==> src/rtl/display_scheduler.sv <==
// display_scheduler: round-robin owner of the 8-digit display. Holds each winner
// for a dwell period and converts its value to packed BCD by sequential double-dabble.
module display_scheduler #(
    parameter int NUM_REQ      = 4,
    parameter int DWELL_CYCLES = 100000000
) (
    input  logic                  Clk,
    input  logic                  Rst_n,
    input  logic [NUM_REQ-1:0]    Req,
    input  logic [32*NUM_REQ-1:0] Values,
    output logic [NUM_REQ-1:0]    Grant,
    output logic [31:0]           Digits,
    output logic                  Update,
    output logic                  Overflow,
    output logic                  Busy
);
    // state   | meaning
    // IDLE    | no owner; display keeps its last value
    // CONVERT | double-dabble of the captured value, one bit per cycle, MSB first
    // HOLD    | owner shown until the dwell counter expires, then re-arbitrate

    localparam int          IDXW       = (NUM_REQ > 1) ? $clog2(NUM_REQ) : 1;
    localparam logic [31:0] DWELL_LAST = 32'(DWELL_CYCLES - 1);

    typedef enum logic [1:0] {IDLE, CONVERT, HOLD} state_t;

    state_t          state, state_next;
    logic [IDXW-1:0] ptr;
    logic [IDXW-1:0] winner;
    logic            found;
    logic [31:0]     capture;
    logic [31:0]     dwell;
    logic [4:0]      bit_cnt;
    logic [39:0]     scratch, scratch_adj, scratch_next;
    logic            arb;
    logic            conv_done;
    logic            too_big;

    // First requesting index at or after the pointer, wrapping modulo NUM_REQ.
    always_comb begin : arb_search
        int idx;
        idx    = 0;
        winner = '0;
        found  = 1'b0;
        for (int k = 0; k < NUM_REQ; k++) begin
            idx = int'(ptr) + k;
            if (idx >= NUM_REQ) idx = idx - NUM_REQ;
            if (!found && Req[IDXW'(idx)]) begin
                found  = 1'b1;
                winner = IDXW'(idx);
            end
        end
    end

    always_comb begin
        scratch_adj = scratch;
        for (int n = 0; n < 10; n++) begin
            if (scratch[4*n +: 4] >= 4'd5) scratch_adj[4*n +: 4] = scratch[4*n +: 4] + 4'd3;
        end
        scratch_next = {scratch_adj[38:0], capture[5'd31 - bit_cnt]};
        // Any digit above the eighth means the value does not fit the display.
        too_big = |{scratch_adj[39], scratch_next[39:32]};
    end

    always_comb begin
        state_next = state;
        arb        = 1'b0;
        conv_done  = 1'b0;
        unique case (state)
            IDLE: begin
                if (found) begin
                    arb        = 1'b1;
                    state_next = CONVERT;
                end
            end
            CONVERT: begin
                if (bit_cnt == 5'd31) begin
                    conv_done  = 1'b1;
                    state_next = HOLD;
                end
            end
            HOLD: begin
                if (dwell == DWELL_LAST) begin
                    arb        = 1'b1;
                    state_next = found ? CONVERT : IDLE;
                end
            end
            default: state_next = IDLE;
        endcase
    end

    always_ff @(posedge Clk or negedge Rst_n) begin
        if (!Rst_n) state <= IDLE;
        else        state <= state_next;
    end

    always_ff @(posedge Clk or negedge Rst_n) begin
        if (!Rst_n) begin
            ptr      <= '0;
            Grant    <= '0;
            capture  <= '0;
            scratch  <= '0;
            bit_cnt  <= '0;
            dwell    <= '0;
            Digits   <= '1;
            Update   <= 1'b0;
            Overflow <= 1'b0;
        end else begin
            Update <= conv_done;
            if (state == CONVERT) begin
                scratch <= scratch_next;
                bit_cnt <= bit_cnt + 5'd1;
            end
            if (arb) begin
                if (found) begin
                    capture <= Values[32*int'(winner) +: 32];
                    Grant   <= NUM_REQ'(1) << winner;
                    ptr     <= (winner == IDXW'(NUM_REQ - 1)) ? '0 : winner + IDXW'(1);
                    scratch <= '0;
                    bit_cnt <= '0;
                end else begin
                    Grant <= '0;
                end
            end
            if (conv_done) begin
                Digits   <= too_big ? 32'hFFFF_FFFF : scratch_next[31:0];
                Overflow <= too_big;
                dwell    <= '0;
            end else if (state == HOLD) begin
                dwell <= dwell + 32'd1;
            end
        end
    end

    assign Busy = (state == CONVERT);

endmodule

==> config.mk <==
export PLATFORM = sky130hd
export DESIGN_NAME = display_scheduler
export DESIGN_NICKNAME = d
export VERILOG_FILES = /design/src/rtl/display_scheduler.sv
export SDC_FILE = /design/constraint.sdc
export NUM_CORES = 1
export LEC_CHECK = 0
export CORE_UTILIZATION = 29
export CTS_CLUSTER_SIZE = 16
export DETAILED_ROUTE_END_ITERATION = 10
export PLACE_DENSITY = 0.58
export SLEW_MARGIN = 20
export SYNTH_ARGS = -nofsm -noshare
export SYNTH_HDL_FRONTEND = slang
export SYNTH_SLANG_ARGS = --single-unit
==> constraint.sdc <==
create_clock -name Clk -period 2.45 [get_ports Clk]
set_input_delay 0.49 -clock Clk [delete_from_list [all_inputs] [get_ports Clk]]
set_output_delay 0.49 -clock Clk [all_outputs]
set_load 0.05 [all_outputs]
==> reports/metrics.cfg <==
[outcome]
status = complete, no violations

[detailed_routing]
dr.first_iter.drc_count = 391
dr.pass1.iters = 4
vias = 6922
viasPerCell = 4.738
wl_per_cell_um = 14.21
drc_errors = 0
drtAntennaViolNets = 0
drt-total-wl_mm = 20.77

[final_layout]
instances_no_fill = 1461
fin_area_um2 = 11690
nNetsFinal = 1225
fill_cells = 2854
final_cell_mix = clkdlybuf4s50_1, mux2i_1, dfrtp_1, nor2_1, a21oi_1
n_antenna_cell = 0
drive_gt1_frac = 0.1411
fin_util = 0.4029
final_common_cell = clkdlybuf4s50_1
synthToLayoutAreaGrowth_pct = 35.25

[synth]
syn_inst = 874
synth_edf_count = 0
ys_warn_count = 0
syn-cell-area_um2 = 8642
avgSynthCellArea_um2 = 9.888
yosys_register_bits = 151
ys_seq_area_frac = 0.4419
synth.distinct_cells = 55
yosysTopAreaCell = dfrtp_1
async_flop_share = 1.000
ys.flop_type = dfrtp_1
syn-num-nets = 1035
synth_top_area_share = 0.3446
ys_top_cells_by_area = dfrtp_1, mux2i_1, dfstp_2, a21oi_1, nor2_1

[cts]
h-tree-depth = 4
clock_path_buffers = 2
cts_tree = done
root_buffer = clkbuf_16
cts_hold_buf = 0
clk_pin_slew_worst_paths_ps = 70
cts.sinks = 151
clk_latency_ps = 430
tritoncts.num_buffers = 17

[timing]
rsz0062_at_grt = false
hold_violations = 0
fmax_mhz = 429.0
finalCritPeriodShare = 0.9513
period_needed_ps = 2331
slew_violations = 0
relSlewSlack = 0.6085
tightest_slew_ps = 585.5
setup_viol = 0
skew_ps = 17.60

[floorplan]
rows = 62
fp.dieH_um = 174.6
die_w_um = 174.6
start_util = 0.2979
die_area_um2 = 30490
core_area_um2 = 29010
io_pins = 173

[global_routing]
overflow = 0
grt_pass1_vias = 6858
grt_util_met1 = 0.1856
gr-usage-met3 = 0.02916
grt_pass1_wl_mm = 34.76
grt_usage = 0.1405
grt_busiest_layer = met2
antenna_found_initial = 0
grt_max_degree = 55
met2_usage = 0.2336

[placed_design]
finalWeightedCongestion = 0.8042
dpl_cell_area_um2 = 11060
dp_hpwl_mm = 15.04
placed_cells = 1427
port_buffers = 172

[pwr]
p_per_area_nw_per_um2 = 1161
leakage_nw = 5.025
vdd_drop_max_uv = 509.6

[worst_setup_path]
worstPathRequired_ps = 2760
crit_path_frequent_cell = buf_12
cp-end-kind = flip-flop
cp_slowest_stage_delay_ps = 530
cp.arrival_ps = 2640
cp_cell_sequence = or4_1, nor2_1, nand4_1, o21a_1, nor3_4, buf_12, buf_12, mux2_2
critPathBufInv = 2
crit_family = simple AND/OR/NAND/NOR gates
crit_type = flip-flop to flip-flop
setup.worst_path.start_class = flip-flop
crit_path_top_delay_cell = or4_1
worst-path-max-fanout = 17

[run]
maxCapViolations = 0

[hold_path]
hold_class = input pin to asynchronous set/reset pin

area by class of cell:
| class | instances | area, um2 | area share |
|---|---|---|---|
| clock buffer | 19 | 442.9 | 0.03789 |
| clock inverter | 13 | 135.1 | 0.01156 |
| inverter | 29 | 110.1 | 0.009420 |
| multi-input combinational | 651 | 4532 | 0.3877 |
| sequential | 151 | 3819 | 0.3267 |
| tap | 384 | 480.5 | 0.04110 |
| timing repair buffer | 214 | 2170 | 0.1856 |
worst reg2reg max path, stage by stage (launching register included):
cell	delay, ps
dfrtp_1	400
or4_1	530
nor2_1	100
nand4_1	150
o21a_1	250
nor3_4	150
buf_12	150
buf_12	150
mux2_2	350
per-layer routing:
metal / up-vias / wire (um)
met5: - / 0
met3: 17 / 890
met4: 0 / 223
met2: 161 / 9980
met1: 3244 / 9673
li1: 3500 / -
power by group:
group          leakage (nW)  switching [mW]  internal (mW)
registers              1.85           0.672           3.50
logic                  2.90            3.71           3.09
clock network         0.277            1.14           1.46
Yosys cell counts, types with 3 or more instances:
cell      number
nand2_1       44
mux2_1         7
dfrtp_1      119
a22oi_1        4
xnor2_1       13
o211ai_1       4
nor3_1         5
and3_1         6
nor3b_1       17
inv_1         27
buf_2         17
a21oi_1       96
o31ai_1        3
dfstp_2       32
buf_4          4
buf_1          5
a31oi_1        5
o22ai_1        3
mux2_2        34
and4_1         3
o21ai_0       33
nand3_1       28
nand2b_1      18
xor2_1        10
clkbuf_1      15
nand4_1       10
nor2_1       112
a211oi_1      11
nor4_1         3
nor2b_1        4
mux2i_1      122
a22o_1         4
ha_1          27
state kept, by name (all words and copies together), names as in the netlist:
signal / count
Update: 1
ptr: 2
scratch: 40
state: 2
capture: 32
Digits: 32
dwell: 32
bit_cnt: 5
Grant: 4
Overflow: 1
logic make-up after synthesis:
| group | after synthesis | share of synthesized area |
|---|---|---|
| mux | 163 | 0.1947 |
| compound gates | 174 | 0.1141 |
| flops | 151 | 0.4419 |
| simple gates | 264 | 0.1496 |
| fa+ha+maj | 27 | 0.03909 |
| buf+inv | 72 | 0.03735 |
| xor+xnor | 23 | 0.02331 |
path summary, 6_finish.rpt:
path | start | endpoint | slack, ps | cells past startpoint
worst max-delay path | dwell[11]$_DFFE_PN0P_ | capture[14]$_DFFE_PN0P_ | 120 | 8
worst min-delay path | Rst_n | scratch[9]$_DFF_PN0_ | 10 | 1
worst max register to register | dwell[11]$_DFFE_PN0P_ | capture[14]$_DFFE_PN0P_ | 120 | 8
worst min register to register | capture[26]$_DFFE_PN0P_ | capture[26]$_DFFE_PN0P_ | 490 | 1
max in group asynchronous | Rst_n | Digits[3]$_DFFE_PN1P_ | 1660 | 2
min in group Clk | capture[26]$_DFFE_PN0P_ | capture[26]$_DFFE_PN0P_ | 490 | 1
through the flow:
stage | setup TNS (ps) | power [mW] | worst slack, ps | hold slack (ps)
detailed placement | -1768 | 10.99 | -198.9 | 476.2
CTS | 0 | 13.67 | 5.130 | 37.75
global route | 0 | 14.69 | 12.24 | 49.59
finish | 0 | 13.57 | 119.3 | 13.10
global placement | -289.6 | 10.85 | -133.6 | 469.4
floorplan | 0 | 9.069 | 219.8 | 194.4
repair_timing:
| item | in CTS | in global routing |
|---|---|---|
| buffers inserted | 0 | 1 |
| setup endpoints to repair | 0 | 102 |
| resized for setup | 0 | 2 |
Power figures use the tool's default switching activity.
